--- src/rtl/calc_result_display.sv ---
// Converts an 8-bit calculator result to three BCD digits using shift-add-3.
// Scans them onto a 4-digit common-anode seven-segment display with leading-zero blanking.
module calc_result_display #(
  parameter int REFRESH_DIV = 100000
) (
  input  logic        clk,
  input  logic        rst_n,
  input  logic [7:0]  result,
  input  logic        load,
  output logic        busy,
  output logic        done,
  output logic [11:0] bcd,
  output logic [3:0]  an,
  output logic [6:0]  seg,
  output logic        dp
);

  localparam int CW = $clog2(REFRESH_DIV);

  typedef enum logic {IDLE, CONV} state_t;

  state_t        state_reg;
  logic [7:0]    shift_reg;
  logic [11:0]   scratch_reg;
  logic [11:0]   scratch_adj;
  logic [11:0]   scratch_next;
  logic [2:0]    iter_reg;
  logic          busy_reg;
  logic          done_reg;
  logic [11:0]   bcd_reg;
  logic [CW-1:0] scan_cnt_reg;
  logic [1:0]    digit_idx_reg;
  logic [3:0]    digit_val;
  logic          digit_blank;

  genvar gi;
  generate
    for (gi = 0; gi < 3; gi++) begin : g_adj
      assign scratch_adj[gi*4 +: 4] = (scratch_reg[gi*4 +: 4] >= 4'd5) ?
                                      scratch_reg[gi*4 +: 4] + 4'd3 :
                                      scratch_reg[gi*4 +: 4];
    end
  endgenerate

  assign scratch_next = {scratch_adj[10:0], shift_reg[7]};

  always_ff @(posedge clk) begin
    if (!rst_n) begin
      state_reg   <= IDLE;
      shift_reg   <= 8'd0;
      scratch_reg <= 12'd0;
      iter_reg    <= 3'd0;
      busy_reg    <= 1'b0;
      done_reg    <= 1'b0;
      bcd_reg     <= 12'd0;
    end else begin
      done_reg <= 1'b0;
      case (state_reg)
        IDLE: begin
          if (load) begin
            shift_reg   <= result;
            scratch_reg <= 12'd0;
            iter_reg    <= 3'd0;
            busy_reg    <= 1'b1;
            state_reg   <= CONV;
          end
        end
        CONV: begin
          scratch_reg <= scratch_next;
          shift_reg   <= {shift_reg[6:0], 1'b0};
          iter_reg    <= iter_reg + 3'd1;
          // Eighth iteration: publish the finished digits in the same edge.
          if (iter_reg == 3'd7) begin
            bcd_reg   <= scratch_next;
            done_reg  <= 1'b1;
            busy_reg  <= 1'b0;
            state_reg <= IDLE;
          end
        end
        default: state_reg <= IDLE;
      endcase
    end
  end

  always_ff @(posedge clk) begin
    if (!rst_n) begin
      scan_cnt_reg  <= '0;
      digit_idx_reg <= 2'd0;
    end else if (scan_cnt_reg == CW'(REFRESH_DIV - 1)) begin
      scan_cnt_reg  <= '0;
      digit_idx_reg <= digit_idx_reg + 2'd1;
    end else begin
      scan_cnt_reg <= scan_cnt_reg + 1'b1;
    end
  end

  always_comb begin
    digit_val   = 4'd0;
    digit_blank = 1'b1;
    case (digit_idx_reg)
      2'd0: begin
        digit_val   = bcd_reg[3:0];
        digit_blank = 1'b0;
      end
      2'd1: begin
        digit_val   = bcd_reg[7:4];
        digit_blank = (bcd_reg[11:8] == 4'd0) && (bcd_reg[7:4] == 4'd0);
      end
      2'd2: begin
        digit_val   = bcd_reg[11:8];
        digit_blank = (bcd_reg[11:8] == 4'd0);
      end
      default: digit_blank = 1'b1;
    endcase
  end

  always_comb begin
    seg = 7'b1111111;
    if (!digit_blank) begin
      case (digit_val)
        4'd0: seg = 7'b1000000;
        4'd1: seg = 7'b1111001;
        4'd2: seg = 7'b0100100;
        4'd3: seg = 7'b0110000;
        4'd4: seg = 7'b0011001;
        4'd5: seg = 7'b0010010;
        4'd6: seg = 7'b0000010;
        4'd7: seg = 7'b1111000;
        4'd8: seg = 7'b0000000;
        4'd9: seg = 7'b0010000;
        default: seg = 7'b1111111;
      endcase
    end
  end

  generate
    for (gi = 0; gi < 4; gi++) begin : g_an
      assign an[gi] = (digit_idx_reg != 2'(gi));
    end
  endgenerate

  assign busy = busy_reg;
  assign done = done_reg;
  assign bcd  = bcd_reg;
  assign dp   = 1'b1;

endmodule

--- config.mk ---
export PLATFORM = sky130hd
export DESIGN_NAME = calc_result_display
export DESIGN_NICKNAME = d
export VERILOG_FILES = /design/src/rtl/calc_result_display.sv
export SDC_FILE = /design/constraint.sdc
export NUM_CORES = 1
export LEC_CHECK = 0
export BUFFER_PORTS_ARGS = -buffer_cell sky130_fd_sc_hd__buf_2
export CAP_MARGIN = 20
export CORE_AREA = 2 2 84 94
export DETAILED_ROUTE_END_ITERATION = 16
export DIE_AREA = 0 0 86 96
export PLACE_DENSITY = 0.58
export SLEW_MARGIN = 20
export SYNTH_ARGS = -nofsm -noshare
export SYNTH_HDL_FRONTEND = slang
export SYNTH_SLANG_ARGS = --single-unit
--- constraint.sdc ---
create_clock -name clk -period 4.4 [get_ports clk]
set_clock_uncertainty 0.2 [all_clocks]
set_input_delay 0.88 -clock clk [delete_from_list [all_inputs] [get_ports clk]]
set_output_delay 0.88 -clock clk [all_outputs]
set_load 0.05 [all_outputs]
Word-level counts from Yosys, hierarchy flattened
Memory sizes are Yosys's and may differ from the RTL's.
Cells that the tools add are included.
- word-level logic and storage cells: 58
- output and inout port bits: 26
- memories kept: 1
- bits in latches: 0
- register bits after elaboration: 57
- memory bits (read-only): 112
- memory bits (writable): 0
- bits of input ports: 11
- bitwise gates (word level): 2
- equal/unequal tests: 9
- add/sub/neg operators: 6
- order comparisons: 3
- shift-type cells: 0
- mux-type cells: 19
- reduce and logical (&&, ||, !) cells: 9
- multipliers: 0
- div/mod/pow operators: 0
- memory list (name ; depth ; width ; rd ports ; clocked after Yosys merged registers in ; write ports ; line ; source):
    (no name shown) ; 16 ; 7 ; 1 ; 0 ; 0 ; 120 ; case (digit_val)
- operators with widths (operator ; number):
    12-bit case mux with 2 select lines ; 1
    17-bit by 1-bit adder with 17-bit output, second input constant ; 1
    17-bit equality test, second input constant ; 1
    8-bit case mux with 2 select lines ; 1
    4-bit by 3-bit greater-or-equal comparator with 1-bit output, second input constant ; 3
    12-bit two-way mux ; 1
    4-bit case mux with 3 select lines ; 1
    4-bit by 2-bit adder with 4-bit output, second input constant ; 2
    4-bit logical NOT ; 2
    4-bit two-way mux ; 2
    8-bit two-way mux ; 1
    7-bit two-way mux ; 1
    3-bit two-way mux ; 2
    2-bit inequality test, second input constant ; 3
    3-bit case mux with 2 select lines ; 1
    2-bit AND reduction ; 3
    1-bit two-way mux ; 5
    2-bit by 1-bit inequality test with 1-bit output, second input constant ; 2
    1-bit case mux with 2 select lines ; 2
    3-bit by 1-bit adder with 3-bit output, second input constant ; 1
    3-bit by 2-bit adder with 3-bit output, second input constant ; 1
    3-bit equality test, second input constant ; 1
    1-bit case mux with 3 select lines ; 1
    2-bit by 1-bit adder with 2-bit output, second input constant ; 1
    other kinds (7) ; 8

Logic depth before layout (Yosys ltp)
Gate-level depths: netlist (run 1).
- depth after elaboration: 4
- mapped depth: 10
- depth with buffers taken out: 10

Worst setup path before layout (run 1)
Ideal clock, no wire load.
- path type: reg-to-output
- start point: reg bcd_reg[4], in the netlist bcd[4]
- end point: out seg[6]
- buffers on the path: 0
- arrival time: 2.354 ns
- path slack: 0.966 ns
- stages on the path, launching flop included: 9
- cell sequence: dfxtp_1 a222oi_1 or2_2 inv_1 ha_1 inv_1 o21ai_0 nor2_1 o21ai_1
- cells in the longest elaborated chain, start to end: 4
- elaborated cells between the ends (all ways): 6
- those cells by class: mux: 3; reduce/logical: 2; memory: 1
- RTL lines (item ; line ; source):
    start: declaration ; 30 ; logic [11:0] bcd_reg;
    start signal: assignment ; 74 ; bcd_reg <= scratch_next;
    branches (longest 3 deep; another with memory read 16 x 7 bit) ; n/a ;
    7-bit two-way mux * ; 119 ; if (!digit_blank) begin
    end: declaration ; 14 ; output logic [6:0] seg,
Every way passes the cells marked *.

Final worst setup path (run 1)
- start point: reg digit_idx_reg[1]
- end point: out seg[3]
- cells in the longest elaborated chain, start to end: 4
- elaborated cells between the ends (all ways): 7
- those cells by class: eq/ne: 2; mux: 3; reduce/logical: 1; memory: 1
- RTL lines (item ; line ; source):
    start: declaration ; 32 ; logic [1:0] digit_idx_reg;
    start signal: assignment ; 91 ; digit_idx_reg <= digit_idx_reg + 2'd1;
    2-bit equality test (tied with other cells) ; 100 ; case (digit_idx_reg)
    4-bit case mux with 3 select lines ; 100 ;
    memory read 16 x 7 bit ; n/a ;
    7-bit two-way mux * ; 119 ;
Every way passes the cells marked *; elsewhere a longest branch is shown, timed or not.

==> results of run 1 <==
## placed cells by master, fill, tap and decap left out, types with 2 or more instances in the layout
master / synthesis / routed
o21ai_0: 21 / 21
a21boi_0: 4 / 4
clkbuf_8: 0 / 12
nand4_1: 7 / 7
clkinvlp_4: 0 / 2
inv_1: 18 / 18
mux2_2: 2 / 2
or2_2: 2 / 2
o21a_1: 3 / 3
and2_1: 10 / 10
ha_1: 19 / 19
buf_4: 1 / 2
nor3_1: 13 / 13
mux2i_1: 11 / 11
xor2_1: 10 / 10
nand2b_1: 3 / 3
a22o_1: 6 / 6
and3_1: 6 / 6
nand3_1: 6 / 6
nor2_1: 24 / 24
o21ai_1: 6 / 6
buf_2: 1 / 35
a222oi_1: 4 / 4
nand2_1: 29 / 29
dfxtp_1: 57 / 57
nor2b_1: 12 / 12
a21oi_1: 21 / 21
nor3b_1: 10 / 10
xnor2_1: 9 / 9
## layout make-up
type | instances | area (µm²)
fill | 723 | 3980
multi-input combinational | 247 | 1610
sequential | 57 | 1140
timing repair buffer | 37 | 190
clock buffer | 12 | 165
tap | 87 | 109
inverter | 18 | 67.6
clock inverter | 4 | 50.0
## cell families (layout without fill, tap and decap cells)
group / after synthesis / count (layout) / share of synthesized area
muxes: 13 / 13 / 0.0461
buffers and inverters: 32 / 71 / 0.0435
adders and majority gates: 19 / 19 / 0.0826
and+or+nand+nor: 127 / 127 / 0.229
other: 1 / 1 / 0.00130
xor gates and xnor gates: 19 / 19 / 0.0579
DFF: 57 / 57 / 0.397
AOI/OAI and AO/OA: 68 / 68 / 0.143
## metal layers
metal	global-route usage	routed length, µm
met5	0	0
met4	0.0688	106
met3	0.0377	292
met2	0.245	2590
met1	0.185	2870
## critical path, stage by stage, from the launching register on
cell      delay (ns)
dfxtp_1         0.40
inv_1           0.08
ha_1            0.26
a222oi_1        0.70
or2_2           0.27
and2_4          0.15
a21oi_1         0.04
o21ai_1         0.11
buf_2           0.27
## report_power, final
group	switching, mW	total (mW)	internal, mW
clock	0.207	0.513	0.307
sequential	0.00663	0.532	0.525
combinational	0.0316	0.0513	0.0197
## worst paths after layout
kind / startpoint / end / slack [ns] / depth (start not counted)
worst max register to register: scan_cnt_reg[0] / scan_cnt_reg[10] / 2.34 / 5
worst min register to register: scan_cnt_reg[0] / scan_cnt_reg[0] / 0.25 / 1
worst max-delay path: digit_idx_reg[1] / seg[3] / 0.72 / 8
worst min-delay path: scan_cnt_reg[0] / scan_cnt_reg[0] / 0.25 / 1
==> out/results.ini, run 1 <==
[global_routing]
grt_pass1_wl_um = 9780
grt_max_degree = 34
track_usage = 0.150
grt_pass1_vias = 2191
gr-total-overflow = 0
antenna_found_initial = 0

[synthesis]
syn_nets = 366
synth.avg_cell_area_um2 = 8.56
syn_inst = 336
synth-edff-count = 0
synth_seq_cells = 57
ys_top_cells_by_area = dfxtp_1 (40%), ha_1 (8.3%), mux2i_1 (3.8%), nand2_1 (3.8%), a21oi_1 (3.7%)
yosys.area.top_type = dfxtp_1
synth_warnings = 0
synth_top_flop_cell = dfxtp_1
seq_area_frac_synth = 0.397
synth_common_cells = dfxtp_1 (57), nand2_1 (29), nor2_1 (24), a21oi_1 (21), o21ai_0 (21)
ys_types = 38
async_flop_share = 0
synth.most_common_cell = dfxtp_1
syn_area_um2 = 2880
synth_top_area_frac = 0.397

[timing]
setup_violations = 0
whs_ns = 0.246
slew_viol_final = 0
worst_slew_pin_slew_ns = 0.713
final_hold_viol_count = 0
fmax_mhz = 272
tns_ns = 0
rsz0062_at_grt = false
slew_headroom = 0.525
period_share = 0.835
period_needed_ns = 3.68
fin_ws_ns = 0.725

[placement]
io_buffer_count = 35
placed_cells = 446
hpwl_um = 4170
place_area_um2 = 3120
gp_congestion = 0.819
dpl_worst_slack_ns = 1.11

[clock_tree]
clock_path_buffers = 2
cts_tree = done
cts_sinks = 57
clk_pin_slew_ns = 0.06
insertion_delay_ns = 0.33
cts_resized = 0
hold_buffers = 0
cts_inserted_buffers = 9
cts_post_setup_buffers_inserted = 0
cts_root_buffer = clkbuf_8
htree_num_levels = 3

[finish]
largest_reg_flops = 17
antenna_cells = 0
instances_no_fill = 462
fin_util = 0.456
nets = 400
area_growth_pct = 15.9
final_area_um2 = 3330
drive_gt1_frac = 0.157

[route]
wl_per_cell_um = 12.7
drtAntennaViolNets = 0
drt-pass1-iter-count = 4
vias = 2373
wirelength_um = 5860
viasPerCell = 5.14
drtIter0Drc = 119
drc = 0

[floorplan]
die-area_um2 = 8260
design.core.area_um2 = 7310
die_w_um = 86
io_pins = 37
start_util = 0.394
rows = 33
die_h_um = 96

[worst_setup_path]
path_class = register to output pin
crit_fanout = 6
start_kind = register
cp_data_arrival_time_ns = 2.60
endpoint_kind = output pin
worstPathRequired_ns = 3.32

[outcome]
status = complete, no violations

[power_and_ir_drop]
design_power_total_mw = 1.10
powerDensity_nw_per_um2 = 329
vdd_drop_max_mv = 0.170
p_leak_nw = 1.42

[job]
cap_violations = 0

[min_path]
worstHoldPathType = register to register

Power figures use the tool's default switching activity.
==> run 2: changes to the inputs <==
clock period = 3.5 ns   (was 4.4 ns; I/O delays follow)
==> run 2 against run 1 <==
Net effect:
- via count grew 0.46%
- largest power group is now the clock network
- count of clock-buffer cells in the layout shrank 2
- sequential cell count is the same
- highest routed layer unchanged
- worst hold slack gained 0.0059 ns
- critical endpoint is now seg[0]
- critical path depth grew 3
- non-clock buffer count grew 4
==> out/results.ini, run 2 (same netlist as run 1, synthesis figures left out) <==
[outcome]
status = complete, no violations

[timing]
slew_viol_final = 0  ; unchanged
tns_ns = 0  ; unchanged
slew_headroom = 0.579  ; +0.0538
period_needed_ns = 3.30
setup_violations = 0  ; unchanged
worst_slew_pin_slew_ns = 0.627  ; -0.0856 ns
rsz0062_at_grt = false
fmax_mhz = 303
final_hold_viol_count = 0  ; unchanged
fin_ws_ns = 0.200  ; -0.525 ns
whs_ns = 0.252  ; +0.00590 ns
period_share = 0.943

[route]
wirelength_um = 5870  ; +0.26%
drt-pass1-iter-count = 4  ; unchanged
wl_per_cell_um = 12.6  ; -0.60%
viasPerCell = 5.12  ; -0.40%
drtAntennaViolNets = 0  ; unchanged
drc = 0  ; unchanged
vias = 2384  ; +0.46%
drtIter0Drc = 83  ; -30%

[finish]
layout_commonest_cell = dfxtp_1
final_cell_mix = dfxtp_1 (55), buf_2 (35), nand2_1 (29)
instances_no_fill = 466  ; +0.87%
largest_reg_flops = 17  ; unchanged
antenna_cells = 0  ; unchanged
nets = 404  ; +1.0%
drive_gt1_frac = 0.169  ; +0.0115
area_growth_pct = 17.3

[worst_setup_path]
r2r_setup_slack_ns = 1.45  ; -0.89 ns
path_class = register to output pin
crit_chain = inv_1 > ha_1 > a222oi_1 > buf_4 > nor2_1 > inv_1 > ha_1 > and2_4 > a21oi_1 > o21ai_1 > buf_2
worst_path_largest_cell_delay_ns = 0.38  ; -0.32 ns
crit_family = buffers and inverters
endpoint_kind = output pin
worstPathRequired_ns = 2.60  ; -0.72 ns
cp_slowest_cell = dfxtp_2
r2r_end = scan_cnt_reg[9]
cp_num_buf_inv = 4  ; +2
reg2regPathDepth = 5  ; unchanged
start_kind = register
r2r-start = scan_cnt_reg[0]
crit_fanout = 6  ; unchanged
cp_data_arrival_time_ns = 2.40  ; -0.20 ns

[floorplan]
design.core.area_um2 = 7310  ; unchanged
die_h_um = 96  ; unchanged
die-area_um2 = 8260  ; unchanged
io_pins = 37  ; unchanged
rows = 33  ; unchanged
die_w_um = 86  ; unchanged
start_util = 0.394  ; unchanged

[clock_tree]
insertion_delay_ns = 0.34  ; about the same
hold_buffers = 0  ; unchanged
cts_root_buffer = clkbuf_8
cts_tree = done
cts_inserted_buffers = 9  ; unchanged
clock_path_buffers = 2  ; unchanged
clk_pin_slew_ns = 0.07  ; about the same
htree_num_levels = 3  ; unchanged
cts_sinks = 57  ; unchanged

[min_path]
min_path_cells = 1  ; unchanged
hold_end = scan_cnt_reg[0]
worstHoldPathType = register to register
min_from = scan_cnt_reg[0]

[power_and_ir_drop]
p_leak_nw = 1.44  ; +1.3%
seqPwrFrac = 0.475  ; -0.010
p_int_mw = 1.09  ; +28%
power_frac_clock = 0.480  ; +0.012
p_sw_mw = 0.324  ; +32%
vdd_drop_max_mv = 0.261  ; +54%
switching_share = 0.229  ; +0.00615
power_frac_comb = 0.045  ; -0.002
powerDensity_nw_per_um2 = 419  ; +27%

[global_routing]
grt_pass1_wl_um = 10100  ; +2.9%
grt_pass1_vias = 2187  ; -0.18%
track_usage = 0.156  ; +0.00571
antenna_found_initial = 0  ; unchanged
grt_max_degree = 32  ; -5.9%
gr-total-overflow = 0  ; unchanged

[placement]
hpwl_um = 4170  ; about the same
placed_cells = 448  ; +0.45%
gp_congestion = 0.824  ; +0.54%
io_buffer_count = 35  ; unchanged
dpl_worst_slack_ns = 0.452  ; -0.660 ns

[job]
cap_violations = 0  ; unchanged

==> run 2: changes by cell type in the layout (fill, tap and decap cells not counted), sizes merged <==
cell,previous run,this run
clkbuf,12,10
bufinv,1,2
clkinv,1,2
buf,37,41
==> run 2: metrics by stage <==
stage	cell area [µm²]	total power, mW	utilization
after detailed placement	3130	0.750	0.429
after floorplan	2880	0.731	-
after CTS	3350	1.43	0.459
after global routing	3370	1.47	0.462
final	3370	1.41	0.462
after global placement	3130	0.749	0.429
==> run 2: worst max-delay path by stage <==
| stage | to | slack (ns) | start | cells after the start |
|---|---|---|---|---|
| 6_report | seg[0] | 0.20 | digit_idx_reg[0] | 11 |
| 5_1_grt | seg[6] | 0.02 | digit_idx_reg[1] | 11 |
| 3_3_place_gp | seg[3] | 0.54 | digit_idx_reg[1] | 10 |
| 4_1_cts | seg[0] | 0.07 | digit_idx_reg[1] | 10 |
| 2_1_floorplan | seg[6] | 0.25 | bcd[4] | 8 |
| 3_5_place_dp | seg[0] | 0.45 | digit_idx_reg[0] | 10 |
==> run 2: worst register-to-register path: cells and delay by family (launching register included) <==
kind          cells  cell delay (ns)
fa+ha+maj         1             0.21
simple gates      4             1.15
flops             1             0.36
==> run 2: cell type report <==
cell class / count / area (µm²)
Fill cell: 724 / 3940
Inverter: 18 / 67.6
Multi-Input combinational cell: 247 / 1610
Tap cell: 87 / 109
Clock buffer: 10 / 128
Sequential cell: 57 / 1140
Timing Repair Buffer: 41 / 220
Clock inverter: 6 / 92.6
==> run 2: per-layer routing <==
metal / global-route usage / routed length (µm)
met5: 0 / 0
met4: 0.0714 / 102
met3: 0.0386 / 244
met2: 0.247 / 2570
met1: 0.199 / 2950
==> run 2: timing repair <==
action	4_1_cts	5_1_grt
endpoints found under the setup margin	0	6
resized for setup	0	3
setup buffers	0	2
==> run 2: power by group through the flow <==
| stage | combinational, mW | clock [mW] | sequential [mW] |
|---|---|---|---|
| after floorplan | 0.0470 | 0 | 0.684 |
| after global placement | 0.0641 | 0 | 0.685 |
| after detailed placement | 0.0649 | 0 | 0.685 |
| after CTS | 0.0650 | 0.696 | 0.670 |
| after global routing | 0.0723 | 0.722 | 0.672 |
| final | 0.0636 | 0.679 | 0.671 |
==> run 3: changes to the inputs <==
CORE_AREA = 2 2 75 106   (was 2 2 84 94)
DIE_AREA = 0 0 77 108   (was 0 0 86 96)
==> run 3 against run 2 <==
Net effect:
- non-clock buffer count up 1
- register-to-register slack about the same
- wire length rose by 2.1%
- first-iteration DRC count increased by 75%
- largest cell class unchanged
- largest power group is now sequential cells
==> out/results.ini, run 3 (same netlist as run 1, synthesis figures left out) <==
[clock_tree]
cts_sinks = 57  ; unchanged
clock_path_buffers = 2  ; unchanged
insertion_delay_ns = 0.33  ; about the same
cts_inserted_buffers = 9  ; unchanged
cts_tree = done
hold_buffers = 0  ; unchanged
htree_num_levels = 3  ; unchanged
clk_pin_slew_ns = 0.06  ; about the same
cts_root_buffer = clkbuf_8

[timing]
final_hold_viol_count = 0  ; unchanged
whs_ns = 0.258  ; +0.00588 ns
fmax_mhz = 303  ; about the same
period_share = 0.942  ; about the same
rsz0062_at_grt = false
setup_violations = 0  ; unchanged
slew_headroom = 0.628  ; +0.0498
worst_slew_pin_slew_ns = 0.553  ; -0.0742 ns
slew_viol_final = 0  ; unchanged
period_needed_ns = 3.30  ; -0.00276 ns
tns_ns = 0  ; unchanged

[finish]
largest_reg_flops = 17  ; unchanged
instances_no_fill = 477  ; +2.4%
drive_gt1_frac = 0.168  ; -0.000444
final_cell_mix = dfxtp_1 (55), buf_2 (33), nand2_1 (29)
area_growth_pct = 16.7
fin_util = 0.459  ; -0.00279
layout_commonest_cell = dfxtp_1
nets = 405  ; +0.25%
antenna_cells = 0  ; unchanged

[min_path]
worstHoldPathType = register to register
min_from = scan_cnt_reg[0]
min_path_cells = 1  ; unchanged
hold_end = scan_cnt_reg[0]

[outcome]
status = complete, no violations

[global_routing]
gr-total-overflow = 0  ; unchanged
grt_pass1_wl_um = 10200  ; +1.5%
track_usage = 0.154  ; -0.00196
antenna_found_initial = 0  ; unchanged
grt_max_degree = 33  ; +3.1%
grt_pass1_vias = 2265  ; +3.6%

[power_and_ir_drop]
vdd_drop_max_mv = 0.219  ; -16%
design_power_total_mw = 1.27  ; -10%
powerDensity_nw_per_um2 = 378  ; -9.8%
p_leak_nw = 1.43  ; -0.61%

[floorplan]
design.core.area_um2 = 7310  ; about the same
die_w_um = 77  ; -10%
rows = 37  ; +12%
die-area_um2 = 8320  ; +0.73%
io_pins = 37  ; unchanged
start_util = 0.393  ; about the same
die_h_um = 108  ; +13%

[route]
wirelength_um = 6000  ; +2.1%
drt-pass1-iter-count = 5  ; +1
drtIter0Drc = 145  ; +75%
drc = 0  ; unchanged
wl_per_cell_um = 12.6  ; -0.21%
viasPerCell = 4.99  ; -2.6%
drtAntennaViolNets = 0  ; unchanged
vias = 2378  ; -0.25%

[worst_setup_path]
r2r-start = scan_cnt_reg[0]
reg2regPathDepth = 5  ; unchanged
r2r_setup_slack_ns = 1.44  ; about the same
r2r_end = scan_cnt_reg[15]
crit_fanout = 6  ; unchanged
endpoint_kind = output pin
path_class = register to output pin
worstPathRequired_ns = 2.60  ; about the same
cp_data_arrival_time_ns = 2.40  ; about the same
start_kind = register

[placement]
gp_congestion = 0.807  ; -2.0%
io_buffer_count = 35  ; unchanged
placed_cells = 456  ; +1.8%
hpwl_um = 4330  ; +3.9%

[job]
cap_violations = 0  ; unchanged

==> run 3: changes by cell type in the layout (fill, tap and decap cells not counted), sizes merged <==
cell and change:
clkbuf +4, bufinv -2, clkinvlp -2, clkinv +1
==> run 3: worst max-delay path, stage by stage, from the launching register on <==
cell	delay (ns)
dfxtp_2	0.38
inv_1	0.07
ha_1	0.27
a222oi_1	0.38
or2_4	0.21
inv_1	0.05
ha_1	0.17
and2_4	0.13
a21oi_1	0.12
o21ai_1	0.07
clkbuf_4	0.21
==> run 3: routing by layer <==
| metal | share of wire | up-vias | global-route usage | routed length (µm) |
|---|---|---|---|---|
| li1 | - | 1232 | - | - |
| met1 | 0.46 | 1098 | 0.174 | 2750 |
| met2 | 0.49 | 43 | 0.273 | 2970 |
| met3 | 0.034 | 5 | 0.0342 | 203 |
| met4 | 0.013 | 0 | 0.0765 | 78 |
| met5 | 0 | - | 0 | 0 |
==> run 3: worst max-delay path by stage <==
stage               depth (start not counted)             start  endpoint
finish                                     10  digit_idx_reg[0]    seg[0]
floorplan                                   8            bcd[4]    seg[6]
global route                               11  digit_idx_reg[1]    seg[5]
CTS                                        10  digit_idx_reg[0]    seg[0]
detailed placement                          8  digit_idx_reg[0]    seg[0]
global placement                            8  digit_idx_reg[1]    seg[3]
==> run 3: through the flow <==
step	setup slack [ns]	cell area, µm²
after floorplan	0.246	2880
after global placement	0.465	3130
after detailed placement	0.368	3130
after CTS	0.0778	3320
after global routing	0.0509	3360
final	0.202	3360
==> run 3: power breakdown <==
group | internal, mW | switching [mW] | leakage (nW) | total (mW)
Clock | 0.292 | 0.242 | 0.0932 | 0.535
Combinational | 0.0246 | 0.0382 | 0.874 | 0.0628
Sequential | 0.661 | 0.00978 | 0.463 | 0.671
Total | 0.977 | 0.290 | 1.43 | 1.27
==> run 3: area by class of cell <==
| class | count | area (µm²) |
|---|---|---|
| multi-input combinational | 247 | 1610 |
| inverter | 18 | 67.6 |
| timing repair buffer | 42 | 236 |
| sequential | 57 | 1140 |
| clock inverter | 3 | 15.0 |
| tap | 97 | 121 |
| fill | 776 | 3960 |
| clock buffer | 13 | 159 |
==> run 3: timing repair <==
action	4_1_cts	5_1_grt
endpoints found under the setup margin	2	5
endpoints found under the hold margin	0	0
pin swaps	1	4
buffers inserted	2	3
resized for setup	0	7
